<file path="config.mk">
export PLATFORM = sky130hd
export DESIGN_NAME = full_adder_1_4_wrapper
export DESIGN_NICKNAME = d
export VERILOG_FILES = /design/src/rtl/full_adder_1_4_wrapper.sv
export SDC_FILE = /design/constraint.sdc
export NUM_CORES = 1
export LEC_CHECK = 0
export CAP_MARGIN = 5
export CORE_AREA = 5 5 42 44
export DETAILED_ROUTE_END_ITERATION = 16
export DIE_AREA = 0 0 47 49
export PLACE_DENSITY = 0.57
export SYNTH_ARGS = -nofsm -noshare
export SYNTH_HDL_FRONTEND = slang
export SYNTH_SLANG_ARGS = --single-unit
</file>
<file path="constraint.sdc">
create_clock -name clk_0 -period 0.8 [get_ports clk_0]
set_input_delay 0.16 -clock clk_0 [delete_from_list [all_inputs] [get_ports clk_0]]
set_output_delay 0.16 -clock clk_0 [all_outputs]
set_load 0.05 [all_outputs]
</file>
<file path="src/rtl/full_adder_1_4_wrapper.sv">
// Registered 4-bit ripple-carry adder from four 1-bit full-adder cells.
// Ports: clk_0, rst_0 (async high), in1_0..3, in2_0..3, cin_0 -> sum_0..3, cout_0.
module full_adder_1_4_wrapper (
  input  logic clk_0,
  input  logic rst_0,
  input  logic in1_0,
  input  logic in1_1,
  input  logic in1_2,
  input  logic in1_3,
  input  logic in2_0,
  input  logic in2_1,
  input  logic in2_2,
  input  logic in2_3,
  input  logic cin_0,
  output logic sum_0,
  output logic sum_1,
  output logic sum_2,
  output logic sum_3,
  output logic cout_0
);

  logic [3:0] a;
  logic [3:0] b;
  logic [3:0] s;
  logic [4:0] carry;
  logic [3:0] sum_q;
  logic       cout_q;

  assign a = {in1_3, in1_2, in1_1, in1_0};
  assign b = {in2_3, in2_2, in2_1, in2_0};
  assign carry[0] = cin_0;

  for (genvar i = 0; i < 4; i++) begin : g_cell
    assign s[i] = a[i] ^ b[i] ^ carry[i];
    assign carry[i+1] = (a[i] & b[i])
                      | (a[i] & carry[i])
                      | (b[i] & carry[i]);
  end

  always_ff @(posedge clk_0 or posedge rst_0) begin
    if (rst_0) begin
      sum_q  <= 4'h0;
      cout_q <= 1'b0;
    end else begin
      sum_q  <= s;
      cout_q <= carry[4];
    end
  end

  assign sum_0  = sum_q[0];
  assign sum_1  = sum_q[1];
  assign sum_2  = sum_q[2];
  assign sum_3  = sum_q[3];
  assign cout_0 = cout_q;

endmodule

</file>
# == Yosys cells after proc, flatten, opt, wreduce, memory -nomap -nowiden ==
# Cells that the tools add are included.
# totals
register_bits,5
out_inout_bits,5
elab_cells,30
# op_classes
bitwise,28
# op_table
cell,n
1-bit bitwise AND,12
1-bit OR,8
1-bit XOR,8

# == Logic depth before layout (Yosys ltp) ==
# logic_depth
ltp_word,12
ltp_mapped,8
depth_no_buf,8

# == Worst setup path after synthesis ==
# Ideal clock, no wire load.
# synth_path
kind,input to register
startpoint,input port in1_0
endpoint,register sum_q[3]
arrival_time_ns,1.653
required_time_ns,0.736
path_slack_ns,-0.917
stages,8
path_buffers,0
cell_sequence,inv_1 fa_1 inv_1 fa_1 fa_1 inv_1 fa_1 inv_1
# synth_via
elab_chain_len,10
word_cells_on_any_way,13
# synth_lines
element,line,text
"start, declared",6,"input logic in1_0,"
1-bit bitwise AND (on tied branches),"35, 36",
1-bit OR *,36,| (a[i] & carry[i])
1-bit OR *,37,| (b[i] & carry[i]);
1-bit bitwise AND,36,
1-bit OR,36,
1-bit OR *,37,
1-bit bitwise AND,36,
1-bit OR,36,
1-bit OR *,37,
1-bit XOR *,34,assign s[i] = a[i] ^ b[i] ^ carry[i];
net s[3],24,logic [3:0] s;
"end signal, assigned",45,sum_q <= s;
"end, declared",26,logic [3:0] sum_q;
# Mark *: on every way through the listed nets, which the timed path passes. The rest lies on a longest branch.

# == Worst setup path after layout ==
# Ends and elaborated chain as after synthesis.

==> results.md <==
* Vias per cell at ~3.2
* CTS Buffer Depth at 2
* Max-slew violations at 0
* CP max-delay cell: fa_2
* Avg WL per Cell at between 8 and 9 µm
* Final total power at 0.001073 W
* Most common cell on crit path: fa_2
* Yosys top cell by area: dfrtp_1
* Gr ovfl total at 0
* Startpoint types: input pin
* Buffers on Ports at 15
* Post-route worst setup slack at -0.7524 ns
* CP Data Arrival Time at 1.73 ns
* Clock tree sinks at 5
* Sw frac at 0.3301
* Final Setup Violations at 9
* Max stage delay on crit path at 0.42 ns
* Asr flop ratio synth at 1.000
* CP required at 0.98 ns
* P_leak at approximately 0.25 nW
* Post-synth EDFFs at 0
* Clk slew on worst S/H paths at 0.04 ns
* Initial core utilization at 0.1759
* Yosys reg bits at 5
* Min Hold Slack at 0.1181 ns
* Routed Antenna Nets at 0
* Number of max-cap violations at 0
* IO Pins at 16
* Initial antenna violation count at 0
* CP endpoint kind: flop
* Core Box Area at 1401 µm²
* Worst-Margin Slew at approximately 0.17 ns
* Most frequent cell after synthesis: inv_1
* Die Wd at 47 µm
* Slew HR at 0.8851
* TritonCTS clock tree: done
* Netlist cell types at 3
* Post-Synthesis Cell Area at approximately 250 µm²
* Status: finished, violations left
* H-tree depth at 1
* Fmax at between 600 and 700 MHz
* Sequential area share after synthesis at 0.5076
* Die height at 49 µm
* Fillers at 147
* Comb power frac at 0.429
* Power Density at 2032 nW/µm²
* Reg power frac at 0.306
* Gr usage total at 0.05773
* Yosys warning count at 0
* CTS Buf Count at 3
* VDD IR-drop max at between 0.5 and 0.6 mV
* Diode count at 0
* Clk network pwr share at 0.265
* Most common library cells after synthesis: inv_1 (11), dfrtp_1 (5), fa_1 (4)
* Area fraction of the dominant cell type after synthesis at 0.5076
* Starting DRT DRC Count at 0
* Mapped Nets at 35
* Root Buffer: clkbuf_4
* Tcrit/Tclk final at 1.940
* Failing checks: negative setup slack
* Worst-path maximum fanout at 1
* Layout cells sized above 1 at 0.5385
* First-pass GRT wire length at 834 µm
* Final wirelength at 482 µm
* Die footprint at 2303 µm²
* WS Path Type: input pin to flop
* Worst Hold Class: input pin to async pin
* Nets at 55
* Tmin final at between 1.5 and 2 ns
* Number of global-route vias before repair at 233
* Via count at 175
* # DRC at 0
* Synth Flop Type: dfrtp_1
* Row Count at 14
* Unrepaired setup endpoints after global routing: yes
* Drt pass-1 iters at 1
* Largest cells by area after synthesis: dfrtp_1 (51%), fa_1 (32%), inv_1 (17%)
* Largest net degree at the start of global routing at 6
* Area growth syn-to-layout at 114.2%
* Final hold vios at 0
* DP HPWL at 413.3 µm
* GPL Wtd Cong at 0.5904
* Power Internal at about 0.0007 W
* Mapped Cells at 20
* Sw Pwr at 0.0003542 W
* Post-Syn Area per Cell at between 10 and 15 µm²
* Critical-path cell list: buf_8, inv_12, fa_2, inv_2, fa_2, fa_2, inv_2, fa_2, inv_1
-- final timing paths --
kind | depth (start not counted) | slack (ns) | to | from
min in group clk_0 | 4 | 0.30 | sum_q[0] | cin_0
max in group asynchronous | 2 | 0.52 | cout_0 | rst_0
worst min-delay path | 2 | 0.12 | sum_q[1] | rst_0
worst max-delay path | 9 | -0.75 | sum_q[3] | in1_0
-- state kept, by name, summed over array words and instances, names as in the netlist --
register	cells
sum_q	4
cout_0	1
-- layout make-up --
| cell class | instances | area [µm²] | share of cell area |
|---|---|---|---|
| Inverter | 11 | 61.31 | 0.1161 |
| Timing Repair Buffer | 15 | 205.2 | 0.3886 |
| Sequential cell | 5 | 125.1 | 0.2370 |
| Clock buffer | 4 | 26.28 | 0.04976 |
| Tap cell | 16 | 20.02 | 0.03791 |
| Multi-Input combinational cell | 4 | 90.09 | 0.1706 |
-- placed cells by master, fill, tap and decap left out --
cell / instances
inv_1: 5
dfrtp_1: 5
clkdlybuf4s50_1: 5
buf_12: 5
fa_2: 4
inv_2: 3
clkbuf_4: 3
buf_6: 2
dlygate4sd2_1: 2
inv_4: 1
clkinv_4: 1
inv_12: 1
clkbuf_1: 1
buf_8: 1
-- power by group through the flow --
stage	Clock [W]	Combinational [W]	Sequential, W
final	0.000284	0.000460	0.000329
after CTS	0.000299	0.000467	0.000329
after detailed placement	0	0.000461	0.000333
after floorplan	0	0.0000599	0.000460
after global placement	0	0.000459	0.000333
after global routing	0.000305	0.000488	0.000332
-- logic make-up after synthesis --
logic type,count (synthesis),share of synthesized area
buffers and inverters,11,0.1675
DFF,5,0.5076
adders and majority gates,4,0.3249
-- worst max-delay path, delay by kind of cell --
kind       cells  cell delay [ns]
fa+ha+maj      4             1.26
buf+inv        5             0.31
-- through the flow --
stage / worst slack [ns] / TNS [ns] / util / instances / cell area, µm²
after floorplan: -0.8425 / -2.372 / - / 20 / 274.0
after global placement: -1.534 / -5.813 / 0.3527 / 51 / 494.2
after detailed placement: -1.545 / -5.848 / 0.3527 / 51 / 494.2
after CTS: -0.8298 / -2.884 / 0.3750 / 55 / 525.5
after global routing: -0.7980 / -2.832 / 0.3768 / 55 / 528.0
final: -0.7524 / -2.606 / 0.3768 / 55 / 528.0
-- per-layer routing --
metal	vias to the layer above	routed length [µm]	track usage
li1	86	-	-
met1	73	139	0.05251
met4	0	0	0.06912
met5	-	0	0
met2	16	244	0.07466
met3	0	98	0.03690
-- timing repair --
action | in CTS | in global routing
hold buffers | 0 | 0
setup endpoints to repair | 10 | 9
pin swaps | 4 | 4
resized for setup | 20 | 3
hold endpoints to repair | 0 | 0
buffers inserted | 0 | 0
Note: power is estimated with default switching activity, not from simulation.
